**src/rtl/hex_inverter_tester.sv**
```systemverilog
// Sequencer that sweeps all 64 six-bit vectors across a 7404-style hex
// inverter. Each vector is held for a settle time and then every gate output
// is compared against the inverse of its input. The block reports busy/done,
// pass/fail, a saturating fail count, and the first failing vector and mask.
//
// state    | meaning
// ---------+----------------------------------------------------------
// S_IDLE   | no run in progress, results cleared, waiting for i_start
// S_SETTLE | current vector driven, counting settle cycles
// S_CHECK  | single cycle: compare i_sense against ~o_drive
// S_DONE   | run finished, results held, o_drive parked at 0
module hex_inverter_tester #(
  parameter int unsigned SETTLE_CYCLES = 4
) (
  input  logic       i_clk,
  input  logic       i_rst_n,
  input  logic       i_start,
  input  logic       i_abort,
  input  logic       i_stop_on_fail,
  output logic [5:0] o_drive,
  input  logic [5:0] i_sense,
  output logic       o_busy,
  output logic       o_done,
  output logic       o_pass,
  output logic [6:0] o_fail_count,
  output logic [5:0] o_first_fail_vec,
  output logic [5:0] o_first_fail_mask
);

  localparam int unsigned CNT_W = $clog2(SETTLE_CYCLES + 1);
  localparam logic [CNT_W-1:0] CNT_LAST = CNT_W'(SETTLE_CYCLES - 1);
  localparam logic [6:0] FAIL_MAX = 7'd64;

  typedef enum logic [1:0] {
    S_IDLE   = 2'd0,
    S_SETTLE = 2'd1,
    S_CHECK  = 2'd2,
    S_DONE   = 2'd3
  } state_t;

  state_t           state_q, state_d;
  logic [5:0]       vec_q, vec_d;
  logic [5:0]       drive_q, drive_d;
  logic [CNT_W-1:0] cnt_q, cnt_d;
  logic [6:0]       fail_q, fail_d;
  logic [5:0]       ffvec_q, ffvec_d;
  logic [5:0]       ffmask_q, ffmask_d;
  logic [5:0]       mismatch;

  // A healthy gate drives the inverse of its input, so any output bit that
  // equals its drive bit is a faulty gate.
  assign mismatch = ~(i_sense ^ drive_q);

  // State and result registers; reset returns everything to zero at once.
  always_ff @(posedge i_clk or negedge i_rst_n) begin
    if (!i_rst_n) begin
      state_q  <= S_IDLE;
      vec_q    <= '0;
      drive_q  <= '0;
      cnt_q    <= '0;
      fail_q   <= '0;
      ffvec_q  <= '0;
      ffmask_q <= '0;
    end else begin
      state_q  <= state_d;
      vec_q    <= vec_d;
      drive_q  <= drive_d;
      cnt_q    <= cnt_d;
      fail_q   <= fail_d;
      ffvec_q  <= ffvec_d;
      ffmask_q <= ffmask_d;
    end
  end

  // Next-state and result update; abort overrides everything else.
  always_comb begin
    state_d  = state_q;
    vec_d    = vec_q;
    drive_d  = drive_q;
    cnt_d    = cnt_q;
    fail_d   = fail_q;
    ffvec_d  = ffvec_q;
    ffmask_d = ffmask_q;

    unique case (state_q)
      S_IDLE, S_DONE: begin
        if (i_start) begin
          state_d  = S_SETTLE;
          vec_d    = '0;
          drive_d  = '0;
          cnt_d    = '0;
          fail_d   = '0;
          ffvec_d  = '0;
          ffmask_d = '0;
        end
      end

      S_SETTLE: begin
        cnt_d = cnt_q + CNT_W'(1);
        if (cnt_q == CNT_LAST) begin
          state_d = S_CHECK;
        end
      end

      S_CHECK: begin
        if (mismatch != 6'd0) begin
          if (fail_q != FAIL_MAX) begin
            fail_d = fail_q + 7'd1;
          end
          if (fail_q == 7'd0) begin
            ffvec_d  = vec_q;
            ffmask_d = mismatch;
          end
        end
        if ((vec_q == 6'd63) || ((mismatch != 6'd0) && i_stop_on_fail)) begin
          state_d = S_DONE;
          drive_d = '0;
        end else begin
          state_d = S_SETTLE;
          vec_d   = vec_q + 6'd1;
          drive_d = vec_q + 6'd1;
          cnt_d   = '0;
        end
      end

      default: state_d = S_IDLE;
    endcase

    if (i_abort) begin
      state_d  = S_IDLE;
      vec_d    = '0;
      drive_d  = '0;
      cnt_d    = '0;
      fail_d   = '0;
      ffvec_d  = '0;
      ffmask_d = '0;
    end
  end

  assign o_drive           = drive_q;
  assign o_busy            = (state_q == S_SETTLE) || (state_q == S_CHECK);
  assign o_done            = (state_q == S_DONE);
  assign o_pass            = (state_q == S_DONE) && (fail_q == 7'd0);
  assign o_fail_count      = fail_q;
  assign o_first_fail_vec  = ffvec_q;
  assign o_first_fail_mask = ffmask_q;

endmodule

```
**config.mk**
```make
export PLATFORM = sky130hd
export DESIGN_NAME = hex_inverter_tester
export DESIGN_NICKNAME = d
export VERILOG_FILES = /design/src/rtl/hex_inverter_tester.sv
export SDC_FILE = /design/constraint.sdc
export NUM_CORES = 1
export LEC_CHECK = 0
export CAP_MARGIN = 20
export CORE_AREA = 3 3 64 81
export CTS_CLUSTER_DIAMETER = 60
export DETAILED_ROUTE_END_ITERATION = 6
export DIE_AREA = 0 0 67 84
export PLACE_DENSITY = 0.68
export SYNTH_ARGS = -nofsm -noshare
export SYNTH_HDL_FRONTEND = slang
export SYNTH_SLANG_ARGS = --single-unit
```
**constraint.sdc**
```tcl
create_clock -name i_clk -period 2.6 [get_ports i_clk]
set_clock_uncertainty 0.1 [all_clocks]
set_input_delay 0.78 -clock i_clk [delete_from_list [all_inputs] [get_ports i_clk]]
set_output_delay 0.78 -clock i_clk [all_outputs]
set_load 0.02 [all_outputs]
```
=== Word-level counts from Yosys, hierarchy flattened ===
Cells that the tools add are included.

* Register bits after elaboration: 36
* Input port bits: 11
* Output and inout port bits: 28
* Logic and storage cells: 68

* $add $sub $neg: 3
* Equality and inequality tests: 12
* Muxes and demuxes: 29
* Bitwise gates (word level): 2
* Reductions and logical operators: 15

{| class="wikitable"
|+ Operator list
! operator !! number
|-
| 2-to-1 mux 6 bit || 11
|-
| one-hot mux 6 bit (2 select lines) || 4
|-
| 2-to-1 mux 7 bit || 4
|-
| != test 3 bit (second input constant) || 6
|-
| one-hot mux 7 bit (2 select lines) || 1
|-
| 2-to-1 mux 3 bit || 3
|-
| one-hot mux 3 bit (3 select lines) || 1
|-
| 2-to-1 mux 2 bit || 4
|-
| AND reduction 4 bit || 2
|-
| adder 7 x 1 -> 7 bit (second input constant) || 1
|-
| logical NOT 7 bit || 1
|-
| != test 7 bit (second input constant) || 1
|-
| adder 6 x 1 -> 6 bit (second input constant) || 1
|-
| == test 6 bit (second input constant) || 1
|-
| inverter 6 bit || 1
|-
| one-hot mux 2 bit (3 select lines) || 1
|-
| AND reduction 2 bit || 3
|-
| nonzero test 6 bit || 1
|-
| bitwise XOR 6 bit || 1
|-
| == test 2 bit (second input constant) || 2
|-
| adder 3 x 1 -> 3 bit (second input constant) || 1
|-
| == test 3 x 2 -> 1 bit (second input constant) || 1
|-
| AND reduction 3 bit || 1
|-
| nonzero test 3 bit || 1
|-
| 5 further kinds || 7
|}

=== Longest topological paths before layout ===
* Word-level depth: 8
* Depth in mapped cells: 8
* Depth with buffers taken out: 7

=== Worst setup path after synthesis ===
Ideal clock, no wire load.

* Kind: reg2out
* From: reg fail_q[3], in the netlist o_fail_count[3]
* To: out o_pass
* Data arrival time: 1.476 ns
* Required time: 1.720 ns
* Slack: 0.244 ns
* Stages on the path, launching flop included: 4
* Path buffers: 0
* Path through: dfrtp_1 nor4_4 nand2_2 nor3b_1

* Longest elaborated chain between the ends: 2

{| class="wikitable"
|+ RTL lines
! item !! RTL line !! text
|-
| start, declared || 45 || <nowiki>logic [6:0] fail_q, fail_d;</nowiki>
|-
| start signal, assigned || 69 || <nowiki>fail_q <= fail_d;</nowiki>
|-
| logical NOT 7 bit || 143 || <nowiki>assign o_pass = (state_q == S_DONE) && (fail_q == 7'd0);</nowiki>
|-
| logical AND 1 bit || 143 ||
|-
| end, declared || 24 || <nowiki>output logic o_pass,</nowiki>
|}

Every way passes these cells.

=== Worst setup path after layout ===
* From: in i_sense[1]
* To: reg vec_q[1]

* Longest elaborated chain between the ends: 7

{| class="wikitable"
|+ RTL lines
! item !! RTL line !! text
|-
| start, declared || 21 || <nowiki>input logic [5:0] i_sense,</nowiki>
|-
| bitwise XOR 6 bit || 52 || <nowiki>assign mismatch = ~(i_sense ^ drive_q);</nowiki>
|-
| inverter 6 bit || 52 ||
|-
| nonzero test 6 bit || 115 || <nowiki>if ((vec_q == 6'd63) || ((mismatch != 6'd0) && i_stop_on_fail)) begin</nowiki>
|-
| logical AND 1 bit || 115 ||
|-
| logical OR 1 bit || 115 ||
|-
| != test 3 bit (no source line) || n/a ||
|-
| AND reduction 3 bit (no source line) || n/a ||
|-
| end signal, assigned || 66 || <nowiki>vec_q <= vec_d;</nowiki>
|-
| end, declared || 42 || <nowiki>logic [5:0] vec_q, vec_d;</nowiki>
|}

Every way passes these cells.
A chain may end at the register's enable or synchronous reset.

==> qor.csv <==
stage,metric,value,unit
status,status,finished clean,
grt,grt_overflow,0,
grt,grt_max_degree,37,
setup_path,cp.required,2680,ps
layout,diodes,0,
die,coreArea,4460,um2
power_and_ir_drop,leakagePower,1.26,nW
placed_design,dp_hpwl,3350,um
die,dieArea,5630,um2
timing,tightest_slew,466,ps
die,start_util,0.451,
yosys,yosys_warnings,0,
yosys,synth_top_area_frac,0.447,
timing,grt_setup_unrepaired,false,
cts,clk_pin_slew_worst_paths,70,ps
cts,cts_sinks,36,
setup_path,crit_arrival,2550,ps
route,drc,0,
yosys,synth_common_cells,"dfrtp_1 (36), nand2_1 (23), inv_1 (13), nor2_1 (12), o21ai_0 (10)",
route,vias_per_cell,5.08,
run,cap_viol_max_count,0,
cts,clock_path_buffers,2,
yosys,synth_area,2010,um2
route,firstDrtPassIters,4,
yosys,yosysTopAreaCell,dfrtp_1,
setup_path,critPathLaunchType,input port,
cts,cts_tree,yes,
timing,slew_viol_final,0,
yosys,ys_ff_latch,36,
timing,finalSetupViolCount,0,
die,die_height,84,um
setup_path,end_kind,flip-flop,
layout,syn_to_final_growth,34.9,%
hold_path,hp-class,flip-flop to flip-flop,
cts,post-cts-setup-buffers,0,
die,ios,39,
timing,slew_headroom,0.689,
yosys,synth_nets,209,
layout,drive_gt1_frac,0.220,
grt,grt_pass1_vias,1608,
cts,root_buffer,clkbuf_8,
yosys,seq_area_frac_synth,0.447,
route,vias,1591,
die,num_rows,27,
grt,grtUsageTotal,0.177,
timing,fin_hold_ws,411,ps
setup_path,crit_path_max_fanout,7,
route,wl_per_cell,14.0,um
route,wirelength,4370,um
route,drt_iter0_markers,54,
timing,period_share,0.947,
cts,cts_buffers,5,
grt,antenna_found_initial,0,
setup_path,crit_type,input port to flip-flop,
timing,finalHoldViolCount,0,
die,die_width,67,um
route,antenna_left,0,
yosys,synth_area_leaders,"dfrtp_1 (45%), ha_1 (5.0%), nand2_1 (4.3%)",
layout,utilization,0.609,
yosys,synth.most_common_cell,dfrtp_1,
timing,fmax,406,MHz
cts,ctsHoldBuffers,0,
grt,grt_pass1_wl,7660,um
placed_design,gp_congestion,0.807,
placed_design,io_buffers,38,
power_and_ir_drop,power_density,431,nW/um2
layout,fin_nets,273,
yosys,syn-mean-instance-area,10.6,um2
power_and_ir_drop,ir_drop,0.000316,V
yosys,synth_edf_count,0,
yosys,async_reset_ff_frac,1.00,
cts,htreeDepth,2,
yosys,synthCells,190,
cts,clk_latency,290,ps
timing,min_period,2460,ps
yosys,synthFlopType,dfrtp_1,
yosys,synth.distinct_cells,48,
==> layout by cell type, fill, tap and decap left out, types with 2 or more instances in the layout <==
cell type	instances
o21ai_0	10
and3_1	3
mux2_2	3
xor2_1	7
nand2_2	3
inv_1	13
a21oi_1	3
o2bb2ai_1	4
or3_1	2
clkdlybuf4s50_1	36
mux2_4	4
ha_1	8
o31ai_1	2
a31o_2	3
xnor2_1	2
nor2b_1	7
buf_4	23
mux2i_1	6
dfrtp_1	36
nand2_1	23
clkbuf_8	5
nor2_1	12
nand3_1	7
a32o_1	4
==> power by group <==
part / total (mW) / internal [mW] / leakage (nW) / switching [mW]
Sequential: 0.566 / 0.563 / 0.501 / 0.00279
Combinational: 0.122 / 0.0553 / 0.708 / 0.0664
Clock: 0.483 / 0.284 / 0.0552 / 0.198
==> metrics by stage <==
step	setup TNS [ps]	worst slack, ps	power, mW	instance area (um2)	cells
floorplan	0	244	0.639	2010	190
global placement	-3080	-181	0.700	2620	305
detailed placement	-4090	-212	0.701	2620	305
CTS	0	13.1	1.19	2720	313
global route	0	1.43	1.24	2720	313
finish	0	137	1.17	2720	313
==> path summary, 6_finish.rpt <==
| kind | startpoint | to | slack, ps | cells after the start |
|---|---|---|---|---|
| setup / recovery | i_sense[1] | vec_q[1]$_DFFE_PN0P_ | 140 | 6 |
| hold / removal | o_first_fail_mask[4]$_DFFE_PN0P_ | o_first_fail_mask[4]$_DFFE_PN0P_ | 410 | 1 |
| setup reg to reg | vec_q[0]$_DFFE_PN0P_ | vec_q[1]$_DFFE_PN0P_ | 410 | 6 |
| hold reg to reg | o_first_fail_mask[4]$_DFFE_PN0P_ | o_first_fail_mask[4]$_DFFE_PN0P_ | 410 | 1 |
| max in group asynchronous | i_rst_n | o_fail_count[4]$_DFFE_PN0P_ | 1270 | 2 |
| min in group asynchronous | i_rst_n | o_first_fail_vec[2]$_DFFE_PN0P_ | 800 | 2 |
==> metal layers <==
layer,up-vias,GRT usage,part of all wire
li1,799,-,-
met1,756,0.227,0.46
met2,30,0.279,0.48
met3,6,0.0377,0.038
met4,0,0.0830,0.021
met5,-,0,0
==> cell families after synthesis <==
| kind of cell | synth area share |
|---|---|
| fa+ha+maj | 0.0497 |
| buf+inv | 0.0379 |
| xor+xnor | 0.0392 |
| simple gates | 0.183 |
| compound gates | 0.160 |
| flops | 0.447 |
| mux | 0.0820 |
==> state kept, by name (all words and copies together), names as in the netlist <==
register and flops:
o_fail_count 7, vec_q 6, o_drive 6, o_first_fail_vec 6, cnt_q 3, o_first_fail_mask 6, state_q 2
==> timing repair <==
action / in CTS / in global routing
pin swaps: 0 / 1
resized for setup: 3 / 2
endpoints found under the setup margin: 2 / 6
==> worst max-delay path, cell delays in order <==
cell and delay, ps:
clkdlybuf4s50_1 470, xor2_1 220, nand4_2 210, o311ai_4 400
a21oi_1 210, a2bb2o_4 250
==> cell type report <==
| class | instances | area, um2 |
|---|---|---|
| multi-input combinational | 136 | 1040 |
| inverter | 14 | 52.6 |
| timing repair buffer | 61 | 547 |
| tap | 58 | 72.6 |
| sequential | 36 | 901 |
| fill | 410 | 1740 |
| clock buffer | 6 | 72.6 |
| clock inverter | 2 | 35.0 |
Note: power is estimated with default switching activity, not from simulation.
